$ cat config.mk
export PLATFORM = sky130hd
export DESIGN_NAME = rc5_key_schedule_ctrl
export DESIGN_NICKNAME = d
export VERILOG_FILES = /design/src/rtl/rc5_key_schedule_ctrl.sv
export SDC_FILE = /design/constraint.sdc
export NUM_CORES = 1
export LEC_CHECK = 0
export CORE_MARGIN = 2
export CORE_UTILIZATION = 35
export DETAILED_ROUTE_END_ITERATION = 16
export PLACE_DENSITY = 0.78
export SYNTH_ARGS = -nofsm -noshare
export SYNTH_HDL_FRONTEND = slang
export SYNTH_SLANG_ARGS = --single-unit
$ cat constraint.sdc
create_clock -name clk -period 4.45 [get_ports clk]
set_input_delay 1.335 -clock clk [delete_from_list [all_inputs] [get_ports clk]]
set_output_delay 1.335 -clock clk [all_outputs]
set_load 0.005 [all_outputs]
$ cat src/rtl/rc5_key_schedule_ctrl.sv
// RC5 key-schedule controller: streams key words into L, fills S with the P/Q
// progression, then hands both memories to the key-mixing datapath until done.
module rc5_key_schedule_ctrl #(
  parameter int W = 32,
  parameter int C = 4,
  parameter int T = 26,
  parameter logic [W-1:0] P = 32'hB7E15163,
  parameter logic [W-1:0] Q = 32'h9E3779B9,
  parameter int C_LENGTH = $clog2(C),
  parameter int T_LENGTH = $clog2(T)
) (
  input  logic                clk,
  input  logic                rst,
  input  logic                iStart,
  input  logic [W-1:0]        iKey,
  input  logic                iKeyValid,
  output logic                oKeyReady,
  output logic                oBusy,
  output logic                oDone,
  output logic                oMixStart,
  input  logic                iMixDone,
  input  logic [T_LENGTH-1:0] iMixS_address,
  input  logic [W-1:0]        iMixS_data,
  input  logic                iMixS_we,
  input  logic [C_LENGTH-1:0] iMixL_address,
  input  logic [W-1:0]        iMixL_data,
  input  logic                iMixL_we,
  output logic [T_LENGTH-1:0] oS_address,
  output logic [W-1:0]        oS_data,
  output logic                oS_we,
  output logic [C_LENGTH-1:0] oL_address,
  output logic [W-1:0]        oL_data,
  output logic                oL_we
);

  localparam int CW = (C_LENGTH > T_LENGTH) ? C_LENGTH : T_LENGTH;
  localparam logic [CW-1:0] C_LAST = CW'(C - 1);
  localparam logic [CW-1:0] T_LAST = CW'(T - 1);

  typedef enum logic [2:0] {IDLE, LOAD_L, INIT_S, MIX, FINISH} state_t;

  state_t        state_q, state_d;
  logic [CW-1:0] cnt_q, cnt_d;
  logic [W-1:0]  acc_q, acc_d;

  always_ff @(posedge clk or posedge rst) begin
    if (rst) begin
      state_q <= IDLE;
      cnt_q   <= '0;
      acc_q   <= P;
    end else begin
      state_q <= state_d;
      cnt_q   <= cnt_d;
      acc_q   <= acc_d;
    end
  end

  always_comb begin
    state_d    = state_q;
    cnt_d      = cnt_q;
    acc_d      = acc_q;
    oKeyReady  = 1'b0;
    oBusy      = 1'b1;
    oDone      = 1'b0;
    oMixStart  = 1'b0;
    oS_address = '0;
    oS_data    = '0;
    oS_we      = 1'b0;
    oL_address = '0;
    oL_data    = '0;
    oL_we      = 1'b0;
    case (state_q)
      IDLE: begin
        oBusy = 1'b0;
        if (iStart) begin
          cnt_d   = '0;
          state_d = LOAD_L;
        end
      end
      LOAD_L: begin
        oKeyReady  = 1'b1;
        oL_we      = iKeyValid;
        oL_address = cnt_q[C_LENGTH-1:0];
        oL_data    = iKey;
        if (iKeyValid) begin
          if (cnt_q == C_LAST) begin
            cnt_d   = '0;
            acc_d   = P;
            state_d = INIT_S;
          end else begin
            cnt_d = cnt_q + CW'(1);
          end
        end
      end
      INIT_S: begin
        oS_we      = 1'b1;
        oS_address = cnt_q[T_LENGTH-1:0];
        oS_data    = acc_q;
        acc_d      = acc_q + Q;
        cnt_d      = cnt_q + CW'(1);
        if (cnt_q == T_LAST) begin
          cnt_d   = '0;
          state_d = MIX;
        end
      end
      MIX: begin
        // Mixer owns both memories; its final write rides along with iMixDone.
        oMixStart  = 1'b1;
        oS_address = iMixS_address;
        oS_data    = iMixS_data;
        oS_we      = iMixS_we;
        oL_address = iMixL_address;
        oL_data    = iMixL_data;
        oL_we      = iMixL_we;
        if (iMixDone) state_d = FINISH;
      end
      FINISH: begin
        oDone   = 1'b1;
        state_d = IDLE;
      end
      default: state_d = IDLE;
    endcase
  end

endmodule

# [Word-level counts from Yosys, hierarchy flattened]
# Cells that the tools add are included.
[word_totals] regBits=40 inputBits=110 out_inout_bits=77 word_cells=46
[classes] n_addsub=2 eq_ne=11 mux=24 reduce_logical=6
[ops] op="$pmux 32 s2" n=3
[ops] op="$mux 32" n=2
[ops] op="$add 32x32->32 const B" n=1
[ops] op="$mux 5" n=4
[ops] op="$mux 3" n=5
[ops] op="$pmux 5 s3" n=1
[ops] op="$pmux 3 s4" n=1
[ops] op="$ne 2x2->1 const B" n=5
[ops] op="$pmux 5 s2" n=1
[ops] op="$eq 3x2->1 const B" n=2
[ops] op="$reduce_and 3->1" n=2
[ops] op="$add 5x1->5 const B" n=1
[ops] op="$eq 5x2->1 const B" n=1
[ops] op="$eq 5x5->1 const B" n=1
[ops] op="$reduce_and 5->1" n=1
[ops] op="$mux 1" n=4
[ops] op="$pmux 1 s2" n=2
[ops] op="$pmux 2 s2" n=1
[ops] op="$eq 3x1->1 const B" n=1
[ops] op="$eq 3x3->1 const B" n=1
[ops] op="$logic_not 3->1" n=1
[ops] op="$reduce_bool 3->1" n=1
[ops] op="$reduce_bool 2->1" n=1

# [Logic depth before layout (Yosys ltp)]
[logic_depth] word_depth=4 mapped_depth=8 ltp_nobuf=8

# [Worst setup path after synthesis]
# No wires, ideal clock.
[synth_path] kind="input to output" startpoint="in iMixS_we" endpoint="out oS_we" arrival_ps=1610 setup_slack_ps=1505 stages=2 path_cell_list="inv_1 -> a211oi_1"
[synth_between] elab_chain_cells=1
[synth_lines] element="from (decl)" line="24" source="input logic iMixS_we,"
[synth_lines] element="$pmux 1 s2" line="72" source="case (state_q)"
[synth_lines] element="to (decl)" line="30" source="output logic oS_we,"
# No other way between the ends.

# [Worst setup path after layout]
[layout_path] startpoint="reg state_q[0]" endpoint="out oL_data[17]"
[layout_between] elab_chain_cells=2
[layout_lines] element="from (decl)" line="42" source="state_t state_q, state_d;"
[layout_lines] element="from (signal assigned)" line="52" source="state_q <= state_d;"
[layout_lines] element="$eq 3x2->1 / $eq 3x1->1 (equally long branches)" line="72"
[layout_lines] element="$pmux 32 s2 (*)" line="72"
[layout_lines] element="to (decl)" line="32" source="output logic [W-1:0] oL_data,"
# Every way passes the cells marked *; elsewhere a longest branch is shown, timed or not.

==> results.txt <==
----------------------------------------------------
[Status]
  Run status ... finished clean

[Clocking]
  Number of buffers on the longest clock path ... 2
  Number of sinks on the clock net ... 40
  Reg clk slew, reported paths ... 0.08 ns
  Post-CTS setup repair buffer count ... 0
  Clk root buf ... sky130_fd_sc_hd__clkbuf_8
  Count of cells resized by post-cts repair ... 0
  Number of clock buffers inserted by TritonCTS ... 5
  Hold buffer count at cts ... 0
  Maximum level of the CTS H-tree ... 2
  Worst skew pair latency ... 0.30 ns
  TritonCTS clock tree ... yes

[Floorplanning]
  Floorplan die height ... 98.2 µm
  Initial core utilization ... 0.358
  Full die area ... 9640 µm²
  # rows ... 34
  Width of the die ... 98.2 µm
  Core Box Area ... 8680 µm²
  I/O pin count ... 187

[Worst setup path]
  Family with the most delay on the worst path ... buffers and inverters
  Category of the worst setup path launch point ... register
  Slowest library cell on the worst path ... sky130_fd_sc_hd__dfrtp_1
  Crit Path Category ... reg2out
  Minimum setup slack among reg-to-reg paths ... 1.63 ns
  Combined buffer and inverter count along the critical path ... 3
  CP endpoint kind ... output pin
  Worst r2r src ... cnt_q[0]
  Max stage delay on crit path ... 0.61 ns
  Startpoint of the most critical setup path ... state_q[0]
  Critical path arrival ... 2.66 ns
  Worst EP required ... 3.12 ns
  Maximum fanout along the worst path ... 56
  Cells along the critical path ... nor2b_1 > nand2_1 > inv_2 > buf_12 > a22o_1 > clkdlybuf4s50_1

[Detailed routing]
  Violation count after the first detailed-route iteration ... 149
  Remaining DRCs ... 0
  Antenna-violating nets left ... 0
  Average vias per placed instance ... 5.59
  Drt pass-1 iters ... 4
  Total number of vias ... 3,637
  Average wire per standard cell ... 17.2 µm
  Final wirelength ... 11,200 µm

[Global route]
  Global-route total usage across every layer ... 0.223
  Global-route wire length before repair ... 17,800 µm
  Largest net degree at the start of global routing ... 57
  Number of antenna violations at the first check in global routing ... 0
  Aggregate global routing overflow ... 0
  Via count of the first global-routing pass ... 3,597

[Yosys]
  Most instantiated cells after synthesis ... 63 x sky130_fd_sc_hd__a22o_1, 45 x sky130_fd_sc_hd__nand2_1, 40 x sky130_fd_sc_hd__o21ai_0
  Flops & latches, synth ... 40
  Top-area cell type share of the netlist area ... 0.185
  Post-synthesis cell count ... 368
  Fraction of registers with async set/reset ... 1.00
  Most repeated cell in the gate-level netlist after synthesis ... sky130_fd_sc_hd__a22o_1
  Area of the mapped netlist ... 3110 µm²
  Post-synth cell types ... 59
  Number of enable flip-flop cells after synthesis ... 0
  Warning count from the yosys run ... 0
  Part of the Yosys area used for sequential elements ... 0.329
  Synth area leaders ... sky130_fd_sc_hd__dfrtp_1 19%, sky130_fd_sc_hd__a22o_1 18%, sky130_fd_sc_hd__dfstp_2 14%
  Flip-flop cell with the highest count after synthesis ... sky130_fd_sc_hd__dfrtp_1
  Avg Cell Area, Syn ... 8.44 µm²
  Most area-hungry cell type in the Yosys netlist ... sky130_fd_sc_hd__dfrtp_1
  Synthesized netlist net count ... 481

[Final layout]
  Post-synthesis to final-layout area growth ... 66.8%
  Register Area ... 1020 µm²
  Number of antenna repair diodes ... 0
  Fraction of final layout cells with drive strength greater than 1 ... 0.0902
  Layout net count ... 655
  Filler Cell Count ... 775
  Final core area utilization ... 0.597
  Combined area of the multi-input logic cells ... 1950 µm²

[Run]
  Max-capacitance violation count ... 0

[Placement]
  Routability congestion estimate from global placement ... 0.851
  Count of buffers from port buffering ... 186
  Detailed placement HPWL ... 8410 µm

[STA]
  Setup violation total in the final timing report ... 0
  Final setup TNS ... 0 ns
  Slew Limit Fails ... 0
  Period Utilization, post-route ... 0.898
  RSZ-0062 raised after global routing ... false
  Maximum clock frequency ... 250 MHz
  Skew final ... 0.0131 ns
  Shortest clock period the worst path allows after layout ... 4.00 ns
  Hold Fails Final Rpt ... 0
  Slew of the pin with the lowest slew margin ... 0.633 ns
  Max-slew headroom ... 0.575

[Pwr]
  Cell Pwr Density ... 560 nW/µm²
  Maximum vdd drop ... 339 µV
  Static leakage power ... 1.98 nW

[Min path]
  Worst min-delay path category ... reg2reg
  Start point of the worst hold path ... acc_q[5]

----------------------------------------------------
-- registers in the layout (all words and copies together) (netlist names) --
name / flops
acc_q: 32
state_q: 3
cnt_q: 5
-- metal layers --
metal	wire length, µm	part of all wire	up-vias	track usage
met2	5400	0.48	111	0.367
met4	97	0.0087	0	0.0369
li1	-	-	1763	-
met5	0	0	-	0
met3	667	0.060	10	0.0544
met1	5010	0.45	1753	0.306
-- worst paths after layout --
| check | cells past startpoint | to |
|---|---|---|
| max | 6 | oL_data[17] |
| min | 1 | acc_q[5] |
| max reg2reg | 7 | acc_q[30] |
| min reg2reg | 1 | acc_q[5] |
| max in group asynchronous | 3 | acc_q[29] |
| min in group asynchronous | 3 | cnt_q[1] |
-- worst register-to-register path, cell delays in order (launching register included) --
cell	delay, ns
sky130_fd_sc_hd__dfrtp_1	0.49
sky130_fd_sc_hd__ha_1	0.25
sky130_fd_sc_hd__nor4b_1	0.47
sky130_fd_sc_hd__nand4_1	0.43
sky130_fd_sc_hd__nand2_1	0.61
sky130_fd_sc_hd__nand3_1	0.14
sky130_fd_sc_hd__o2111ai_1	0.18
sky130_fd_sc_hd__o21ai_0	0.12
-- cell type report --
class                   count  share of cell area
multi-input cells         291               0.376
flip-flops and latches     40               0.197
clock inverters             2             0.00290
well taps                 108              0.0261
inverters                   9             0.00652
clock buffers               6              0.0159
repair buffers            195               0.375
-- report_power, final --
part           total (mW)  switching (mW)  internal, mW
Sequential          0.856           0.278         0.577
Clock               0.262           0.136         0.126
Combinational        1.78           0.792         0.989
Total                2.90            1.21          1.69
-- cell families after synthesis --
kind of cell               share of synthesized area
buffers and inverters                         0.0463
adders and majority gates                     0.0121
and+or+nand+nor                                0.182
AOI/OAI and AO/OA                              0.409
muxes                                         0.0105
DFF                                            0.329
xor gates and xnor gates                      0.0113
-- per-stage QoR --
stage | power (mW) | hold WS [ns] | setup WS (ns) | cell area [µm²] | cells
floorplan | 1.76 | 0.480 | 1.50 | 3110 | 368
global route | 3.14 | 0.553 | 0.261 | 5180 | 651
detailed placement | 2.63 | 0.507 | 0.480 | 5080 | 643
finish | 2.90 | 0.530 | 0.454 | 5180 | 651
global placement | 2.58 | 0.497 | 0.532 | 5080 | 643
CTS | 2.91 | 0.525 | 0.457 | 5180 | 651
-- cell usage in the layout (no fill, tap or decap), drive strengths merged, types with 3 or more instances in the layout --
master	netlist	layout
a22oi	3	3
o21ai	41	41
a31oi	5	5
nor2	21	21
o21a	3	3
a21oi	18	18
nor3b	3	3
nand3	7	7
a211o	4	4
dfrtp	23	23
or3	6	6
ha	3	3
nor3	7	7
o211ai	3	3
a22o	65	65
inv	9	9
buf	3	9
o31a	5	5
nand2	45	45
clkbuf	25	6
clkdlybuf4s50	0	186
o31ai	5	5
o2111ai	3	3
nand4	3	3
dfstp	17	17
and3	4	4
nand2b	3	3
(Power assumes the default switching activity.)
